## src/rtl/keypad_scanner_if.sv

```systemverilog
// Keypad pin and key-event bundle between the scanner (master) and the board/decoder side.
interface keypad_scanner_if #(
  parameter int unsigned ROWS = 4,
  parameter int unsigned COLS = 4
);
  localparam int unsigned CODE_W = $clog2(ROWS * COLS);

  logic [ROWS-1:0]   row;
  logic [COLS-1:0]   col;
  logic [CODE_W-1:0] key_code;
  logic              key_valid;
  logic              key_held;

  modport master (
    input  row,
    output col,
    output key_code,
    output key_valid,
    output key_held
  );

  modport slave (
    output row,
    input  col,
    input  key_code,
    input  key_valid,
    input  key_held
  );
endinterface

```

## src/rtl/keypad_scanner.sv

```systemverilog
// Matrix keypad scanner: column rotation, tick-rate debounce, press pulse and auto-repeat.
module keypad_scanner #(
  parameter int unsigned ROWS         = 4,
  parameter int unsigned COLS         = 4,
  parameter int unsigned SCAN_DIV     = 10000,
  parameter int unsigned DEBOUNCE     = 4,
  parameter int unsigned REPEAT_TICKS = 0
) (
  input  logic              clk,
  input  logic              rst_n,
  keypad_scanner_if.master  bus
);
  localparam int unsigned CODE_W = $clog2(ROWS * COLS);
  localparam int unsigned TICK_W = $clog2(SCAN_DIV);
  localparam int unsigned DB_W   = $clog2(DEBOUNCE + 1);
  localparam int unsigned REP_W  = (REPEAT_TICKS > 0) ? $clog2(REPEAT_TICKS + 1) : 1;
  localparam int unsigned COL_W  = $clog2(COLS);

  typedef enum logic [1:0] {StScan, StDebounce, StPressed, StRelease} state_e;

  state_e            state_q;
  logic [ROWS-1:0]   row_m_q, row_s_q, latch_q;
  logic [COLS-1:0]   col_q;
  logic [COL_W-1:0]  col_idx_q;
  logic [TICK_W-1:0] tick_q;
  logic [DB_W-1:0]   db_cnt_q;
  logic [REP_W-1:0]  rep_cnt_q;
  logic [CODE_W-1:0] key_code_q;
  logic              key_valid_q, key_held_q;

  logic              tick;
  logic [CODE_W-1:0] low_row;
  logic [CODE_W-1:0] code_d;

  assign tick = (tick_q == TICK_W'(SCAN_DIV - 1));

  // Lowest set row of the latched pattern wins when several rows share a column.
  always_comb begin
    low_row = '0;
    for (int r = ROWS - 1; r >= 0; r--) begin
      if (latch_q[r]) low_row = CODE_W'(r);
    end
    code_d = low_row * CODE_W'(COLS) + CODE_W'(col_idx_q);
  end

  always_ff @(posedge clk) begin
    if (!rst_n) begin
      state_q     <= StScan;
      row_m_q     <= '0;
      row_s_q     <= '0;
      latch_q     <= '0;
      col_q       <= COLS'(1);
      col_idx_q   <= '0;
      tick_q      <= '0;
      db_cnt_q    <= '0;
      rep_cnt_q   <= '0;
      key_code_q  <= '0;
      key_valid_q <= 1'b0;
      key_held_q  <= 1'b0;
    end else begin
      row_m_q     <= bus.row;
      row_s_q     <= row_m_q;
      key_valid_q <= 1'b0;
      tick_q      <= tick ? '0 : tick_q + TICK_W'(1);

      if (tick) begin
        case (state_q)
          StScan: begin
            if (row_s_q != '0) begin
              latch_q  <= row_s_q;
              db_cnt_q <= DB_W'(1);
              state_q  <= StDebounce;
            end else begin
              col_q     <= {col_q[COLS-2:0], col_q[COLS-1]};
              col_idx_q <= (col_idx_q == COL_W'(COLS - 1)) ? '0 : col_idx_q + COL_W'(1);
            end
          end
          StDebounce: begin
            if (row_s_q != latch_q) begin
              db_cnt_q  <= '0;
              state_q   <= StScan;
              col_q     <= {col_q[COLS-2:0], col_q[COLS-1]};
              col_idx_q <= (col_idx_q == COL_W'(COLS - 1)) ? '0 : col_idx_q + COL_W'(1);
            end else if (db_cnt_q == DB_W'(DEBOUNCE)) begin
              state_q     <= StPressed;
              key_code_q  <= code_d;
              key_valid_q <= 1'b1;
              key_held_q  <= 1'b1;
              rep_cnt_q   <= '0;
            end else begin
              db_cnt_q <= db_cnt_q + DB_W'(1);
            end
          end
          StPressed: begin
            if (row_s_q == '0) begin
              db_cnt_q <= DB_W'(1);
              state_q  <= StRelease;
            end else if (REPEAT_TICKS > 0) begin
              if (rep_cnt_q == REP_W'(REPEAT_TICKS - 1)) begin
                rep_cnt_q   <= '0;
                key_valid_q <= 1'b1;
              end else begin
                rep_cnt_q <= rep_cnt_q + REP_W'(1);
              end
            end
          end
          StRelease: begin
            // A re-press before release qualifies resumes the hold silently.
            if (row_s_q != '0) begin
              state_q <= StPressed;
            end else if (db_cnt_q == DB_W'(DEBOUNCE)) begin
              key_held_q <= 1'b0;
              db_cnt_q   <= '0;
              state_q    <= StScan;
              col_q      <= {col_q[COLS-2:0], col_q[COLS-1]};
              col_idx_q  <= (col_idx_q == COL_W'(COLS - 1)) ? '0 : col_idx_q + COL_W'(1);
            end else begin
              db_cnt_q <= db_cnt_q + DB_W'(1);
            end
          end
          default: state_q <= StScan;
        endcase
      end
    end
  end

  assign bus.col       = col_q;
  assign bus.key_code  = key_code_q;
  assign bus.key_valid = key_valid_q;
  assign bus.key_held  = key_held_q;
endmodule

```

## src/flat_wrapper.sv

```systemverilog
// flat-port wrapper written by rule: the top's interface ports become plain ports
module keypad_scanner_flat 
#(
  parameter int unsigned ROWS         = 4,
  parameter int unsigned COLS         = 4,
  parameter int unsigned SCAN_DIV     = 10000,
  parameter int unsigned DEBOUNCE     = 4,
  parameter int unsigned REPEAT_TICKS = 0
)
  (clk, rst_n, bus_row, bus_col, bus_key_code, bus_key_valid, bus_key_held);
  keypad_scanner_if #(.ROWS(ROWS), .COLS(COLS)) bus_i ();
  input  logic clk;
  input  logic rst_n;
  input wire logic [$bits(bus_i.row)-1:0] bus_row;
  output wire logic [$bits(bus_i.col)-1:0] bus_col;
  output wire logic [$bits(bus_i.key_code)-1:0] bus_key_code;
  output wire logic [$bits(bus_i.key_valid)-1:0] bus_key_valid;
  output wire logic [$bits(bus_i.key_held)-1:0] bus_key_held;
  assign bus_i.row = bus_row;
  assign bus_col = bus_i.col;
  assign bus_key_code = bus_i.key_code;
  assign bus_key_valid = bus_i.key_valid;
  assign bus_key_held = bus_i.key_held;
  keypad_scanner #(.ROWS(ROWS), .COLS(COLS), .SCAN_DIV(SCAN_DIV), .DEBOUNCE(DEBOUNCE), .REPEAT_TICKS(REPEAT_TICKS)) u_core (.clk(clk), .rst_n(rst_n), .bus(bus_i));
endmodule
```

## config.mk

```make
export PLATFORM = sky130hd
export DESIGN_NAME = keypad_scanner_flat
export DESIGN_NICKNAME = d
export VERILOG_FILES = /design/src/rtl/keypad_scanner_if.sv /design/src/rtl/keypad_scanner.sv /design/src/flat_wrapper.sv
export SDC_FILE = /design/constraint.sdc
export NUM_CORES = 1
export LEC_CHECK = 0
export CORE_MARGIN = 2
export CORE_UTILIZATION = 45
export CTS_CLUSTER_DIAMETER = 150
export DETAILED_ROUTE_END_ITERATION = 6
export HOLD_SLACK_MARGIN = 0.03
export PLACE_DENSITY = 0.75
export SYNTH_ARGS = -nofsm -noshare
export SYNTH_HDL_FRONTEND = slang
export SYNTH_SLANG_ARGS = --single-unit
export TNS_END_PERCENT = 30
```

## constraint.sdc

```tcl
create_clock -name clk -period 2.4 [get_ports clk]
set_input_delay 0.48 -clock clk [delete_from_list [all_inputs] [get_ports clk]]
set_output_delay 0.48 -clock clk [all_outputs]
set_load 0.02 [all_outputs]
```

; After elaboration in Yosys (flattened, before gate mapping)
; Cells that the tools add are included.
[classes]
addsub = 4
n_mul = 0
n_div = 0
magnitude_cmp = 0
n_eq_ne = 18
n_shift = 0
muxes = 35
n_bitwise = 4
reduce_logical = 13
[ops]
columns = operator, count
row1 = $mux 2, 15
row2 = $mux 3, 6
row3 = $mux 4, 4
row4 = $add 14x1->14 const B, 1
row5 = $eq 14x14->1 const B, 1
row6 = $pmux 3 s4, 1
row7 = $pmux 4 s3, 1
row8 = $reduce_and 6->1, 2
row9 = $ne 2x1->1 const B, 5
row10 = $reduce_and 5->1, 2
row11 = $pmux 2 s4, 1
row12 = $eq 2x2->1 const B, 3
row13 = $ne 2x2->1 const B, 3
row14 = $ne 3x1->1 const B, 2
row15 = $pmux 2 s3, 1
row16 = $mux 1, 5
row17 = $add 4x2->4, 1
row18 = $logic_not 4->1, 1
row19 = $ne 4x4->1, 1
row20 = $not 1->1, 4
row21 = $reduce_and 4->1, 1
row22 = $reduce_bool 4->1, 1
row23 = $reduce_or 4->1, 1
row24 = $add 3x1->3 const B, 1
row25 = 10 further kinds, 10
[totals]
ff_bits = 43
latch_bits = 0
ram_bits = 0
mem_bits_ro = 0
wordCells = 85
mem_count = 0

; Depth between registers and ports, before layout
[logic_depth]
word_depth = 5
ltp_mapped = 8
depth_no_buf = 7

; Worst setup path after synthesis
; OpenSTA, ideal clock, no wires.
[synth_timing]
path_type = register to register
from = register u_core.tick_q[0]
to = register u_core.key_code_q[3], in the netlist u_core.bus.key_code[3]
setup_ns = 0.070
arrival_time_ns = 2.059
required_time_ns = 2.330
setup_slack_ns = 0.271
stages_incl_launch_ff = 9
period_less_slack_ns = 2.129
path_cell_list = dfxtp_1 ha_1 and3_1 buf_2 nand4_2 or4_1 buf_2 or4_1 a21oi_1
[synth_between]
elab_chain_len = 2
[synth_lines]
columns = item, line
row1 = from (decl), keypad_scanner.sv:25  ; logic [TICK_W-1:0] tick_q;
row2 = from (signal assigned), keypad_scanner.sv:64  ; tick_q <= tick ? '0 : tick_q + TICK_W'(1);
row3 = $eq 14x14->1, keypad_scanner.sv:35  ; assign tick = (tick_q == TICK_W'(SCAN_DIV - 1));
row4 = $reduce_and 4->1 (no source line), --
row5 = to (signal assigned), keypad_scanner.sv:86  ; key_code_q <= code_d;
row6 = to (decl), keypad_scanner.sv:28  ; logic [CODE_W-1:0] key_code_q;
; No other way between the ends.
; A chain may end at the register's enable or synchronous reset.

; Worst setup path after layout
; Ends and elaborated chain as after synthesis.

==> results.txt <==
Gr ovfl total - 0
RSZ-0062 raised after global routing - no
Num CTS Buffers - 5
Sum Neg Setup Slack - 0 ns
Area post-placement - 2103 sq um
Critical-path top delay cell - or4_1
Cell area after synthesis - 1859 sq um
# Post-CTS Setup Buffers - 0
Final Util - 55.40%
Initial Util - 46.48%
Routed wire length - 3.297 mm
Sequential share of the synthesized area - 46.30%
PwrDens - 612.6 nW/um^2
Top Ports - 16
Worst Path Arrival - 2.40 ns
Max frequency - 460.1 MHz
CTS tree - done
Routed Antenna Nets - 0
Vias in the first global route - 1305
CP Launch Type - flop
Clk_lat worst skew - 0.29 ns
Routed length per instance - 11.95 microns
Yosys reg bits - 43
Share of cells above drive strength 1 - 10.62%
Dpl hpwl - 2.335 mm
Post-route cell area - 2216 sq um
Initial antenna violation count - 0
Period minus WS final - 2.173 ns
Fin. Hold Viols - 0
Clock sink count - 43
First-pass GRT wire length - 5.899 mm
Final setup viols - 0
Syn_area_per_cell - 9.159 sq um
RePlAce Congestion - 0.8053
Syn Inst Count - 203
Leading area contributor after synthesis - dfxtp_1
Die height - 68.28 microns
Core box area - 4000 sq um
Initial DRT Pass Iterations - 5
Port buffer count - 15
Layout fillers - 365
Diode count - 0
Peak VDD IR - 0.3189 mV
Worst path cell trace - ha_1 > and3_1 > nand4_2 > or4_1 > or4_1 > a21oi_1
Die Span X - 68.28 microns
Syn-to-layout area delta - 19.18%
Run status - completed
Via count - 1466
Syn nets - 213
# H-tree levels - 2
Most frequent CP cell - or4_1
CTS clock-pin slew for the worst setup and hold paths - 0.08 ns
Nets - 235
Critical Path Sink Type - flop
Root buffer cell - clkbuf_8
Final period util - 90.55%
Die area - 4662 sq um
Max-slew violations - 0
Hold buffers post-CTS - 0
Post-synth EDFFs - 0
Power Total - 1357 uW
DRC errors left - 0
Synth top area cells - dfxtp_1, mux2i_1, xnor2_1
Rows - 23
Synth cell types - 37
Crit path largest cell delay - 0.48 ns
Pleak - 0.0007940 uW
GRT Overall Usage - 16.55%
Vias per Instance - 5.312
Post-CTS resize count - 0
Dominant synthesized flop cell - dfxtp_1
Worst Skew - 0.007688 ns
Worst-path maximum fanout - 6
Yosys warning count - 0
Longest Clk Path Bufs - 2
Max-cap violations - 0
Critical path data required time - 2.63 ns
Post-synthesis async set-or-reset flop share - 0%
Largest net degree at the start of global routing - 15
Tightest Hold Check Type - reg2reg
Slew margin rel. - 69.57%
Initial drt markers - 119
Actual slew at the worst max-slew pin - 0.4564 ns
Yosys top cell area share - 46.30%
Final hold slack - 0.4360 ns
Crit Path Category - reg2reg
report_power, final:
group          internal, uW  switching [uW]
sequential              725            7.24
combinational          34.1            33.8
clock                   310             248
total                  1070             289
cell families after synthesis:
family	count (synthesis)	synth area share [%]
flip-flops	43	46.30
multiplexers	13	6.998
buffers and inverters	14	2.961
AO/OA/AOI/OAI	23	7.403
adder cells (fa/ha/maj)	4	2.692
XOR/XNOR	16	7.537
AND/OR/NAND/NOR	90	26.11
flip-flops by register name (all words and copies together) (netlist names):
name                  flops
u_core.state_q            2
u_core.latch_q            4
u_core.col_idx_q          2
u_core.bus.col            4
u_core.bus.key_valid      1
u_core.bus.key_code       4
u_core.row_m_q            4
u_core.bus.key_held       1
u_core.tick_q            14
u_core.db_cnt_q           3
u_core.row_s_q            4
cell usage after synthesis, drive strengths merged (4+ instances only):
cell and count:
nor2 23, a21oi 8, mux2i 13, nand4 6, nand3 4, xnor2 10, xor2 6, ha 4
o21ai 9, and2 8, clkbuf 7, dfxtp 43, nor4 4, and3 5, inv 5, nand2 23
worst max-delay path: cells and delay by family (launching register included):
kind	cells	cell delay [ns]
AO/OA/AOI/OAI	1	0.14
adder cells (fa/ha/maj)	1	0.19
flip-flops	1	0.36
AND/OR/NAND/NOR	4	1.44
placed cells by master, fill, tap and decap left out, types with 5 or more instances in the layout:
master	synthesis	routed
dfxtp_1	43	43
nand2_1	23	23
nor2_1	23	23
clkdlybuf4s50_1	0	15
mux2i_1	13	13
xnor2_1	10	10
o21ai_0	9	9
buf_4	0	9
and2_1	8	8
a21oi_1	7	7
xor2_1	6	6
inv_1	5	5
nand4_1	5	5
clkbuf_8	0	5
area by class of cell:
cell class | instances | area [sq um] | share of cell area, %
Clock inverter | 3 | 43.79 | 1.976
Timing Repair Buffer | 24 | 217.7 | 9.825
Inverter | 5 | 18.77 | 0.8470
Clock buffer | 5 | 68.82 | 3.106
Sequential cell | 43 | 860.8 | 38.85
Multi-Input combinational cell | 146 | 943.4 | 42.57
Tap cell | 50 | 62.56 | 2.823
layer usage:
metal  track usage (%)  routed length, microns  up-vias  part of all wire [%]
met5                 0                       0        -                     0
met3             4.770                     124        4                   3.8
li1                  -                       -      747                     -
met1             22.75                    1679      694                    51
met2             24.76                    1453       21                    44
met4             5.500                      40        0                   1.2
worst paths after layout:
path / startpoint / end / slack [ns] / cells after the start
worst max-delay path: u_core.tick_q[0] / u_core.bus.key_code[3] / 0.23 / 6
worst min-delay path: u_core.row_m_q[3] / u_core.row_s_q[3] / 0.44 / 1
worst max register to register: u_core.tick_q[0] / u_core.bus.key_code[3] / 0.23 / 6
worst min register to register: u_core.row_m_q[3] / u_core.row_s_q[3] / 0.44 / 1
through the flow:
stage / cells / setup slack, ns
global placement: 268 / 0.3156
finish: 276 / 0.2268
CTS: 276 / 0.2156
floorplan: 203 / 0.2710
detailed placement: 268 / 0.2231
global route: 276 / 0.06728
(Power assumes the default switching activity.)
